<file path="src/rtl/ram_arbiter.sv">
// Registered, priority-scheduled access engine for the shared 64K x 8 RAM port (DMA, CPU, loader).
// Optional CPU write protection above WP_BASE is enabled by defining RAM_ARB_WPROT_EN.
module ram_arbiter #(
    parameter int unsigned   AW          = 16,
    parameter int unsigned   LD_MAX_WAIT = 15,
    parameter logic [AW-1:0] WP_BASE     = 16'hF000
) (
    input  logic          clk_sys,
    input  logic          reset,
    input  logic [AW-1:0] cpu_addr,
    input  logic [7:0]    cpu_din,
    input  logic          cpu_rd,
    input  logic          cpu_we,
    output logic [7:0]    cpu_dout,
    output logic          cpu_ready,
    input  logic [AW-1:0] dma_addr,
    input  logic          dma_rd,
    output logic [7:0]    dma_dout,
    output logic          dma_valid,
    input  logic [AW-1:0] ld_addr,
    input  logic [7:0]    ld_data,
    input  logic          ld_wr,
    output logic          ld_wait,
    output logic          ld_ovf,
    output logic [AW-1:0] ram_addr,
    output logic [7:0]    ram_din,
    output logic          ram_we,
    input  logic [7:0]    ram_dout
);

    localparam int unsigned CW = (LD_MAX_WAIT < 2) ? 1 : $clog2(LD_MAX_WAIT + 1);
    localparam logic [CW-1:0] CntMax = CW'(LD_MAX_WAIT);

`ifdef RAM_ARB_WPROT_EN
    localparam bit WpEn = 1'b1;
`else
    localparam bit WpEn = 1'b0;
`endif

    typedef enum logic [1:0] {StIdle, StRd, StWr} state_e;
    typedef enum logic [1:0] {SelNone, SelDma, SelCpu, SelLd} sel_e;

    state_e state_q, state_d;
    sel_e   gnt, sel_q;

    logic          cpu_rd_h, cpu_we_h, dma_rd_h;
    logic          cpu_pend_q, cpu_wr_q, dma_pend_q, ld_pend_q, ld_ovf_q;
    logic [AW-1:0] cpu_addr_q, dma_addr_q, ld_addr_q, acc_addr_q, gnt_addr;
    logic [7:0]    cpu_din_q, ld_data_q, acc_din_q;
    logic          acc_we_q;
    logic [7:0]    cpu_dout_q, dma_dout_q;
    logic          dma_valid_q;
    logic [CW-1:0] ld_cnt_q;

    logic cpu_rd_edge, cpu_we_edge, cpu_edge, dma_edge, starve, wp_hit, finish;

    assign cpu_rd_edge = cpu_rd & ~cpu_rd_h;
    assign cpu_we_edge = cpu_we & ~cpu_we_h;
    assign cpu_edge    = cpu_rd_edge | cpu_we_edge;
    assign dma_edge    = dma_rd & ~dma_rd_h;
    assign starve      = (ld_cnt_q == CntMax);
    assign wp_hit      = WpEn && (cpu_addr_q >= WP_BASE);
    assign finish      = (state_q != StIdle);

    // State register
    always_ff @(posedge clk_sys) begin
        if (reset) begin
            state_q <= StIdle;
        end else begin
            state_q <= state_d;
        end
    end

    // Grant decision and next state; grants are only issued from idle
    always_comb begin
        gnt     = SelNone;
        state_d = state_q;
        unique case (state_q)
            StIdle: begin
                if (dma_pend_q) begin
                    gnt = SelDma;
                end else if (ld_pend_q && starve) begin
                    gnt = SelLd;
                end else if (cpu_pend_q) begin
                    gnt = SelCpu;
                end else if (ld_pend_q) begin
                    gnt = SelLd;
                end
                case (gnt)
                    SelDma:  state_d = StRd;
                    SelCpu:  state_d = cpu_wr_q ? StWr : StRd;
                    SelLd:   state_d = StWr;
                    default: state_d = StIdle;
                endcase
            end
            StRd, StWr: state_d = StIdle;
            default:    state_d = StIdle;
        endcase
    end

    // Outputs; the RAM address is presented in the grant cycle to meet its registered input
    always_comb begin
        case (gnt)
            SelDma:  gnt_addr = dma_addr_q;
            SelCpu:  gnt_addr = cpu_addr_q;
            SelLd:   gnt_addr = ld_addr_q;
            default: gnt_addr = acc_addr_q;
        endcase
        ram_addr  = gnt_addr;
        ram_din   = acc_din_q;
        ram_we    = (state_q == StWr) && acc_we_q;
        cpu_ready = !(cpu_pend_q || cpu_edge);
        cpu_dout  = cpu_dout_q;
        dma_dout  = dma_dout_q;
        dma_valid = dma_valid_q;
        ld_wait   = ld_pend_q;
        ld_ovf    = ld_ovf_q;
    end

    always_ff @(posedge clk_sys) begin
        if (reset) begin
            cpu_rd_h    <= 1'b0;
            cpu_we_h    <= 1'b0;
            dma_rd_h    <= 1'b0;
            cpu_pend_q  <= 1'b0;
            cpu_wr_q    <= 1'b0;
            cpu_addr_q  <= '0;
            cpu_din_q   <= '0;
            dma_pend_q  <= 1'b0;
            dma_addr_q  <= '0;
            ld_pend_q   <= 1'b0;
            ld_addr_q   <= '0;
            ld_data_q   <= '0;
            ld_ovf_q    <= 1'b0;
            ld_cnt_q    <= '0;
            sel_q       <= SelNone;
            acc_addr_q  <= '0;
            acc_din_q   <= '0;
            acc_we_q    <= 1'b0;
            cpu_dout_q  <= '0;
            dma_dout_q  <= '0;
            dma_valid_q <= 1'b0;
        end else begin
            cpu_rd_h    <= cpu_rd;
            cpu_we_h    <= cpu_we;
            dma_rd_h    <= dma_rd;
            dma_valid_q <= 1'b0;

            if (cpu_edge && !cpu_pend_q) begin
                cpu_pend_q <= 1'b1;
                cpu_wr_q   <= cpu_we_edge;
                cpu_addr_q <= cpu_addr;
                cpu_din_q  <= cpu_din;
            end
            if (finish && sel_q == SelCpu) cpu_pend_q <= 1'b0;

            if (dma_edge && !dma_pend_q) begin
                dma_pend_q <= 1'b1;
                dma_addr_q <= dma_addr;
            end
            if (finish && sel_q == SelDma) dma_pend_q <= 1'b0;

            // A loader write that finds the buffer occupied is lost and flagged
            if (ld_wr) begin
                if (ld_pend_q) begin
                    ld_ovf_q <= 1'b1;
                end else begin
                    ld_pend_q <= 1'b1;
                    ld_addr_q <= ld_addr;
                    ld_data_q <= ld_data;
                end
            end
            if (finish && sel_q == SelLd) ld_pend_q <= 1'b0;

            if (gnt == SelLd) begin
                ld_cnt_q <= '0;
            end else if (ld_pend_q && !starve) begin
                ld_cnt_q <= ld_cnt_q + CW'(1);
            end

            if (gnt != SelNone) begin
                sel_q      <= gnt;
                acc_addr_q <= gnt_addr;
                acc_din_q  <= (gnt == SelLd) ? ld_data_q : cpu_din_q;
                acc_we_q   <= !(gnt == SelCpu && wp_hit);
            end

            if (state_q == StRd) begin
                if (sel_q == SelDma) begin
                    dma_dout_q  <= ram_dout;
                    dma_valid_q <= 1'b1;
                end else begin
                    cpu_dout_q <= ram_dout;
                end
            end
        end
    end

endmodule
</file>
<file path="config.mk">
export PLATFORM = sky130hd
export DESIGN_NAME = ram_arbiter
export DESIGN_NICKNAME = d
export VERILOG_FILES = /design/src/rtl/ram_arbiter.sv
export SDC_FILE = /design/constraint.sdc
export NUM_CORES = 1
export LEC_CHECK = 0
export ABC_AREA = 1
export ABC_CLOCK_PERIOD_IN_PS = 1400
export BUFFER_PORTS_ARGS = -buffer_cell sky130_fd_sc_hd__buf_2
export CAP_MARGIN = 25
export CORE_MARGIN = 2
export CORE_UTILIZATION = 40
export DETAILED_ROUTE_END_ITERATION = 8
export HOLD_SLACK_MARGIN = 0.15
export PLACE_DENSITY = 0.7
export SLEW_MARGIN = 40
export SYNTH_ARGS = -nofsm -noshare
export SYNTH_HDL_FRONTEND = slang
export SYNTH_SLANG_ARGS = --single-unit
</file>
<file path="constraint.sdc">
create_clock -name clk_sys -period 1.4 [get_ports clk_sys]
set_input_delay 0.14 -clock clk_sys [delete_from_list [all_inputs] [get_ports clk_sys]]
set_output_delay 0.14 -clock clk_sys [all_outputs]
set_load 0.05 [all_outputs]
</file>
Word-level counts from Yosys, hierarchy flattened
Index checks and enable logic that the tools add are counted.
- reduce and logical (&&, ||, !) cells: 26
- add/sub/neg operators: 1
- mux-type cells: 11
- bitwise operators: 11
- equality and inequality tests: 12
- operators by type and width (operator ; count):
    $pmux 16 s3 ; 1
    $eq 2x2->1 const B ; 7
    $mux 2 ; 7
    $reduce_or 2->1 ; 6
    $eq 2x1->1 const B ; 4
    $logic_and 1x1->1 ; 8
    $mux 8 ; 1
    $reduce_and 2->1 ; 4
    $not 1->1 ; 7
    $pmux 2 s3 ; 1
    $add 4x1->4 const B ; 1
    $eq 4x4->1 const B ; 1
    $logic_not 1->1 ; 4
    $reduce_bool 2->1 ; 2
    $and 1x1->1 ; 3
    $logic_not 2->1 ; 1
    $logic_or 1x1->1 ; 1
    $mux 1 ; 1
    $or 1x1->1 ; 1
- output and inout bits: 45
- logic and storage cells: 83
- bits in registers: 122

Longest topological paths before layout
Gate-level depths: netlist (run 1).
- word-level depth: 8
- mapped depth: 12
- gate-level depth less buffers: 10

Worst setup path before layout (run 1)
Ideal clock, no wire load.
- kind: register -> register
- start: reg ld_pend_q (netlist: ld_wait)
- end: reg acc_addr_q[12]
- library setup time: 0.059 ns
- stages on the path, launching flop included: 13
- buffers on the path: 2
- arrival: 2.102 ns
- period minus slack after synthesis: 2.161 ns
- setup slack: -0.761 ns
- path through: dfxtp_1 -> buf_2 -> inv_2 -> nand2_2 -> nand3_4 -> inv_4 -> buf_4 -> nand3_1 -> nand2_1 -> inv_1 -> nand3_1 -> nand2_1 -> inv_1
- longest elaborated chain between the ends: 8
- RTL lines (what ; RTL line ; RTL):
    start, declared ; 47 ; logic cpu_pend_q, cpu_wr_q, dma_pend_q, ld_pend_q, ld_ovf_q;
    start signal, assigned ; 131 ; ld_pend_q <= 1'b0;
    start signal, assigned ; 168 ; ld_pend_q <= 1'b1;
    start signal, assigned ; 173 ; if (finish && sel_q == SelLd) ld_pend_q <= 1'b0;
    $mux 2 ; 86 ; end else if (ld_pend_q) begin
    $mux 2 ; 84 ; end else if (cpu_pend_q) begin
    $mux 2 (*) ; 82 ; end else if (ld_pend_q && starve) begin
    $mux 2 (*) ; 80 ; if (dma_pend_q) begin
    $mux 2 (*) (2 in series) ; 78 ; unique case (state_q)
    $eq 2x2->1 or $eq 2x1->1 (tied branches) ; 103 ; case (gnt)
    $pmux 16 s3 (*) ; 103 ;
    via ram_addr[12] ; 25 ; output logic [AW-1:0] ram_addr,
    end signal, assigned ; 183 ; acc_addr_q <= gnt_addr;
    end, declared ; 48 ; logic [AW-1:0] cpu_addr_q, dma_addr_q, ld_addr_q, acc_addr_q, gnt_addr;
Mark *: on every way through the listed nets, which the timed path passes. The rest lies on a longest branch. The select of a mux whose other input is x is not followed.
A chain may end at the register's enable or synchronous reset.

Worst setup path in the final report (run 1)
- start: reg ld_cnt_q[1]
- end: out ram_addr[1]
- longest elaborated chain between the ends: 8
- RTL lines (what ; RTL line ; RTL):
    start, declared ; 53 ; logic [CW-1:0] ld_cnt_q;
    start signal, assigned ; 178 ; ld_cnt_q <= ld_cnt_q + CW'(1);
    $eq 4x4->1 (*) ; 61 ; assign starve = (ld_cnt_q == CntMax);
    $logic_and 1x1->1 (*) ; 82 ;
    $mux 2 (*) ; 82 ;
    $mux 2 (*) ; 80 ;
    $mux 2 (*) (2 in series) ; 78 ;
    $eq 2x2->1 or $eq 2x1->1 (tied branches) ; 103 ;
    $pmux 16 s3 (*) ; 103 ;
    end, declared ; 25 ;
Mark *: on every way between the ends. The rest lies on a longest branch, timed or not. The select of a mux whose other input is x is not followed.

==> results of run 1 <==
-- cell families (layout without fill, tap and decap cells) --
logic type,count (synthesis),count (layout),share of synthesized area (%)
flops,122,122,48.78
compound gates,120,120,12.57
fa+ha+maj,1,1,0.2498
xor+xnor,1,1,0.1749
buf+inv,103,368,8.670
simple gates,328,329,29.56
-- critical path, cell delays in order (launching register included) --
cell and delay, ns:
dfxtp_2 0.35, ha_4 0.15, nand4_1 0.17, nand2_2 0.17, buf_12 0.13, buf_12 0.11, nand3_2 0.07, nand2_2 0.09
inv_2 0.05, nand3_4 0.10, buf_8 0.15
-- sequential cells by signal, summed over array words and instances (netlist names), 2 cells and up --
| name | count |
|---|---|
| acc_addr_q | 16 |
| cpu_addr_q | 16 |
| dma_addr_q | 16 |
| ld_addr_q | 16 |
| cpu_din_q | 8 |
| cpu_dout | 8 |
| dma_dout | 8 |
| ld_data_q | 8 |
| ram_din | 8 |
| ld_cnt_q | 4 |
| sel_q | 2 |
| state_q | 2 |
-- synthesized netlist by cell type --
cell type    n  area [um2]
buf_4        2       15.01
nand4_1     17       106.4
buf_1        1       3.750
o21ai_0     96       480.5
nand2_4      1       11.26
dfxtp_1    122        2442
o21ai_1      1       5.000
nand2_1     63       236.5
ha_1         1       12.51
nor3_2       1       10.01
o22ai_1      2       12.51
clkbuf_1    20       75.07
nor2_8       1       20.02
a21oi_1     16       80.08
or2_2        1       6.260
nand3_1     40       200.2
nor2_1     176       660.6
a31oi_1      2       12.51
clkinv_1     1       3.750
inv_4        3       18.77
nand3_4      1       17.52
inv_1       64       240.2
xnor2_1      1       8.760
nor3_1       2       10.01
buf_2        8       40.04
nand3_2     12       120.1
a221oi_1     1       8.760
nand2_2     13       81.33
inv_2        1       3.750
o2111ai_1    1       8.760
a31oi_4      1       21.27
buf_6        3       33.78
-- per-stage QoR --
step                setup TNS, ns  utilization [%]
floorplan                  -5.632                -
global placement           -7.409            51.99
detailed placement         -7.794            51.99
CTS                        -13.43            65.71
global route               -21.56            68.01
finish                     -17.40            68.01
-- metal layers --
| layer | up-vias | track usage, % | wire [um] | share of wire (%) |
|---|---|---|---|---|
| met3 | 42 | 6.799 | 1198 | 7.0 |
| met1 | 2578 | 31.51 | 7121 | 42 |
| met4 | 0 | 9.841 | 488 | 2.9 |
| met2 | 230 | 40.31 | 8188 | 48 |
| li1 | 2685 | - | - | - |
| met5 | - | 0 | 0 | 0 |
-- power by group through the flow --
stage	registers, W	clock network, W	logic, W
6_report	0.00419	0.00384	0.00424
5_1_grt	0.00422	0.00401	0.00452
4_1_cts	0.00416	0.00385	0.00389
3_5_place_dp	0.00422	0	0.00325
3_3_place_gp	0.00421	0	0.00322
2_1_floorplan	0.00456	0	0.00193
-- final cells by class --
type                       count  area [um2]  share of cell area (%)
multi-input combinational    451        2544                   30.88
timing repair buffer         269        2230                   27.07
clock inverter                 2       12.51                  0.1519
sequential                   122        2457                   29.83
timing repair inverter         1       6.256                 0.07595
tap                          168       210.2                   2.552
clock buffer                  27       494.2                   6.000
inverter                      69       282.8                   3.433
-- path summary, 6_finish.rpt --
path / to / slack (ns) / cells past startpoint
worst min-delay path: ld_addr_q[10] / 0.18 / 4
worst min register to register: ld_data_q[3] / 0.45 / 2
worst max-delay path: ram_addr[1] / -0.69 / 10
worst max register to register: ram_din[5] / -0.53 / 12
-- what timing repair did --
action / in CTS / in global routing
setup buffers: 10 / 11
hold buffers: 76 / 0
cloned: 3 / 0
endpoints found under the hold margin: 85 / 0
endpoints found under the setup margin: 62 / 69
pin swaps: 16 / 20
resized for setup: 88 / 73
==> summary by stage, run 1 <==
STA
On the final layout, the worst clock skew is 0.009253 ns. At the pin with the least slew margin, the transition time is ~0.29 ns. The number of pins with negative max-slew slack in the final report came to 0.

The minimum clock period is 2.092 ns. Of the available clock period, the critical path in the final layout requires 149.5%. The worst slew margin relative to its limit is 80.29%. On the final layout, the worst hold slack is 0.1770 ns. The highest clock frequency the design can meet is 477.9 MHz. Setup repair after global routing could not meet its margin everywhere. The setup-violating endpoint count in the final report is 45.

The hold violation count in the final report is 0. The final worst slack is -0.6925 ns.

Clock tree
The tree built by TritonCTS fans out to 122 sinks. The buffer type at the clock tree root is clkbuf_16. TritonCTS built the clock tree. The clock slew seen by the registers of the worst setup and hold paths is 0.05 ns. The total clock buffers created by CTS is 17.

The later pin in the worst-skew pair is clocked with a latency of 0.42 ns. The level count of the clock H-tree is 4. In this run the deepest clock path goes through 2 buffers.

Critical path
The most critical setup path has its startpoint at ld_cnt_q[1]. The peak fanout along the critical path is 5. The setup path with the least slack is of type reg -> out.

STA classifies the critical path startpoint as a flop. The startpoint identified for the worst register-to-register timing path is ld_cnt_q[1]. The worst setup path is captured at a primary output. The critical path data arrival time is 1.95 ns. At the worst endpoint, the required time is 1.26 ns.

Status
The run finished, with violations left. The final reports fail on setup timing.

Synthesis
The number of distinct standard cells referenced by the synthesized netlist is 32. The average instance in the mapped netlist occupies approximately 7.4 um2. The count of mapped cells out of synthesis is 675.

The register bit count reported by yosys is roughly 120. The post-synthesis instance area is 0.005007 mm2. Sequential elements use just under 50% of the synthesized area.

When the netlist entered floorplanning its net count stood at 754. The synthesis warning total is 0.

Layout
The leading cell type in the layout, fill and taps excluded is nor2_1. For this run, the number of standard cells in the final layout without fillers is about 1100. The number of antenna diodes in the final layout is 0. The final layout contains 1010 nets. The layout cell share with drive strength beyond 1 is 36.77%. The finished cells cover between 0.008 and 0.009 mm2. The number of fillers in the final layout is 924. Relative to the synthesized area, the layout overhead comes to 64.49%. The top cell types in the final layout, fill and taps aside, are nor2_1 (172), dfxtp_1 (114), buf_2 (104).

Pwr
The sequential group share of total power is 34.1%. The ratio of total power to cell area is 1489 mW/mm2. Internal power comes to 0.007963 W. The overall power consumption is 0.01226 W. The leakage component of the power is roughly 4 nW. The switching fraction of total power is 35.06%. The switching power is 0.004299 W. Of the total power, the clock network draws 31.3%. The peak supply drop is 971.9 uV. The part of the power in combinational logic is between 30% and 40%.

Placed design
The final estimated routing congestion in global placement is 0.8477. The placed wire-length estimate after detailed placement is 9798 um. The number of buffers inserted by port buffering is 122.

The placed instances occupy a cell area of 0.006297 mm2. Including well taps, the total number of placed cells is around 980. Timing analysis after detailed placement gives a worst setup slack of -0.2974 ns.

Worst hold path
The startpoint identified for the worst hold timing path is ld_addr[10]. The class of the worst hold path is in -> reg.

Floorplan
The number of core rows is 40. The standard cell core area is around 0.012 mm2. The overall die width is between 100 and 150 um.

The floorplan step set the die height to 115.9 um. The starting density of the core is 41.34%. The top-level port count is 123. The die outline area is approximately 0.013 mm2.

GRT
The initial antenna violation count is 0. Global routing finished with a remaining overflow of 0. The first global-routing pass estimated 26020 um of wire. The total track usage is 24.85%. The largest net degree at the start of global routing is 44. The via count of the first global-routing pass is 5384.

Route
In the routed design, unresolved DRC markers number 0. The average vias per placed instance is 4.991. For this block, the routed nets add up to 17000 um of wire. The detailed-route via count is 5535. The initial detailed-routing violation count is 496. The remaining antenna violation count after routing is 0. In the final routed layout, each cell accounts on average for 15.33 um. The number of detailed-route iterations in the first pass is 5.

Run
The tool flagged a number of max-cap violations equal to 0.
Note: power is estimated with default switching activity, not from simulation.
==> run 2: changes to the inputs <==
--- a/config.mk
+++ b/config.mk
@@ -11,9 +11,11 @@
 export CAP_MARGIN = 25
 export CORE_MARGIN = 2
 export CORE_UTILIZATION = 40
+export CTS_BUF_LIST = sky130_fd_sc_hd__clkbuf_2
 export DETAILED_ROUTE_END_ITERATION = 8
 export HOLD_SLACK_MARGIN = 0.15
 export PLACE_DENSITY = 0.7
+export SETUP_SLACK_MARGIN = 0.1
 export SLEW_MARGIN = 40
 export SYNTH_ARGS = -nofsm -noshare
 export SYNTH_HDL_FRONTEND = slang
==> run 2 against run 1 <==
Compared with the run above:
- largest power group unchanged
- worst hold slack improved by 0.015 ns
- clock power shrank 39%
- cell count rose by 2.3%
- critical path type unchanged
- non-clock buffer count up 19
- sequential share of layout area down 0.91 points
- die area stayed put
- first-iteration DRC count increased by 13%
- global-route usage up 0.32 points
- the run still ends with setup timing left
==> summary by stage, run 2 (synthesis results as in run 1) <==
STA
After layout, the worst path uses 167.9% of the clock period. Subtracting the final worst setup slack from the clock period gives 2.351 ns. The hold violation count in the final report was 0. The setup-violating endpoint count in the final report is 48. The worst hold slack is 0.1925 ns. The number of pins with negative max-slew slack in the final report is 0. The final worst slack is -0.9513 ns.

Timing would allow up to 425.3 MHz. Setup repair after global routing could not meet its margin everywhere. For the pin with the worst max-slew slack, the measured transition is 0.4874 ns. The final-layout setup total negative slack is -20.41 ns. Across the routed clock network, the largest skew measured is slightly above 0.03 ns.

The worst slew margin relative to its limit is 67.50%.

Clock tree
The total clock buffers created by CTS is 17. The clock slew seen by the registers of the worst setup and hold paths is 0.19 ns. TritonCTS built the clock tree. The source-to-sink clock delay at the later pin of the worst-skew pair is 0.71 ns. The buffer type at the clock tree root is clkbuf_2.

The tree built by TritonCTS fans out to 122 sinks. The level count of the clock H-tree is 4. The longest clock path from root to sink contains 2 buffers.

Placed design
The final estimated routing congestion in global placement is 0.8276. The area of placed instances is roughly 0.0063 mm2. In this run the tool buffered the top-level ports with 122 buffer cells. Summed over all nets, the half-perimeter wirelength after detailed placement is 9788 um.

The cell count after placement is 986.

Critical path
The startpoint of the worst setup timing path is ld_wait. The worst register-to-register path has a depth of 16. The most frequent cell on the critical path is nand3_4. The type of origin of the critical path is a flop. The required time reported for the critical path endpoint is approximately 1.3 ns. Traced cell by cell, the critical path runs through inv_4 -> nand2_2 -> nand3_4 -> inv_8 -> buf_12 -> nand3_1 -> nand2_1 -> inv_2 -> nand3_4 -> buf_8.

The largest single stage delay on the critical path is 0.44 ns. For the worst setup path, the data arrival time is 2.21 ns. The endpoint class of the critical path is a primary output. The worst register-to-register path begins at ld_cnt_q[0]. The critical path in this run is classified as reg -> out. Of all nets on the critical path, the largest fanout is 16.

The highest-delay cell along the critical path is dfxtp_4.

Worst hold path
The count of cells along the worst hold path is 4. The class of the worst hold path is in -> reg. In this run the most critical hold path is launched from dma_addr[13].

GRT
The initial antenna violation count was 0. The via count of the first global-routing pass is 5438. Global routing used 25.17% of the available tracks across all layers.

The global-route wire length before repair is 26090 um. Entering global routing, the biggest net connects 78 pins. For this run the aggregate overflow at the end of global routing stands at 0.

Route
In the final routed layout, each cell accounts on average for about 16 um. The first routing iteration left 558 violations. The average vias per placed instance is 5.056.

The count of nets left with antenna violations once routing finished came out at 0. The detailed-route via count is 5733. For this block, the routed nets add up to 17990 um of wire. The number of detailed-route iterations in the first pass is 5.

The post-route DRC violation count is 0.

Layout
The post-route netlist has 42.65% of its cells at a drive strength greater than 1. The number of cells in the finished layout apart from fillers is 1134. The antenna diode count is 0. In the layout the commonest cells are nor2_1 (169), dfxtp_1 (88), dlygate4sd3_1 (83). After filler insertion, the fill cell instance count of the layout stands at 852.

The summed area of non-filler cells in the final layout is 0.008618 mm2. The net count reported at finish is 1032. Cells fill 71.16% of the core in the end. The leading cell type in the layout, fill and taps excluded is nor2_1. The area growth from synthesis to final layout is 72.11%.

Floorplan
The number of core rows is 40. The die covers around 0.013 mm2. During I/O placement, the number of pins put on the boundary was ~120. The overall die width is 115.9 um. The starting density of the core is 41.34%. The standard cell core area is approximately 0.012 mm2. The floorplan step set the die height to roughly 120 um.

Status
The flow ran to the end, but the final reports show violations. The final reports fail on setup timing.

Run
Max-cap violations in this run came to 0.

Pwr
The ratio of total power to cell area is between 1000 and 1500 mW/mm2. In this run the static leakage power is roughly 4.0 nW. The peak supply drop is 755.3 uV.
run 2: area by class of cell:
| class | count | area (um2) | area share (%) |
|---|---|---|---|
| multi-input cells | 454 | 2739 | 31.78 |
| repair buffers | 288 | 2636 | 30.59 |
| flip-flops and latches | 122 | 2492 | 28.92 |
| inverters | 69 | 300.3 | 3.484 |
| well taps | 168 | 210.2 | 2.439 |
| clock inverters | 10 | 125.1 | 1.452 |
| clock buffers | 22 | 110.1 | 1.278 |
| repair inverters | 1 | 5.005 | 0.05807 |
run 2: final timing paths:
path                                  endpoint  slack [ns]
worst max-delay path              ram_addr[13]       -0.95
worst min-delay path            dma_addr_q[13]        0.19
worst max register to register     ld_cnt_q[3]       -0.92
worst min register to register    ld_data_q[5]        0.50
run 2: where the power goes:
part	leakage, nW	switching (W)	internal, W
Clock	0.154	0.00134	0.00101
Combinational	2.87	0.00270	0.00195
Sequential	1.02	0.000342	0.00393
run 2: metrics by stage:
step | power, W | worst slack, ns
global route | 0.01175 | -1.092
detailed placement | 0.007512 | -0.2931
global placement | 0.007472 | -0.3179
finish | 0.01128 | -0.9513
CTS | 0.01072 | -0.8814
floorplan | 0.006501 | -0.2090
run 2: worst max-delay path: cells and delay by family, from the launching register on:
kind / cells / cell delay [ns]
buffers and inverters: 5 / 0.57
flip-flops: 1 / 0.44
AND/OR/NAND/NOR: 5 / 0.51
run 2: per-layer routing:
layer | routed length [um] | vias to the layer above | GRT usage [%]
met5 | 0 | - | 0
met4 | 453 | 0 | 8.889
met3 | 1165 | 41 | 7.113
met2 | 8893 | 251 | 41.95
met1 | 7477 | 2684 | 31.29
li1 | - | 2757 | -
run 2: what timing repair did:
action,4_1_cts,5_1_grt
hold buffers,82,1
buffers inserted,16,12
cloned,4,2
endpoints found under the hold margin,122,1
endpoints found under the setup margin,119,155
resized for setup,227,115
pin swaps,24,33
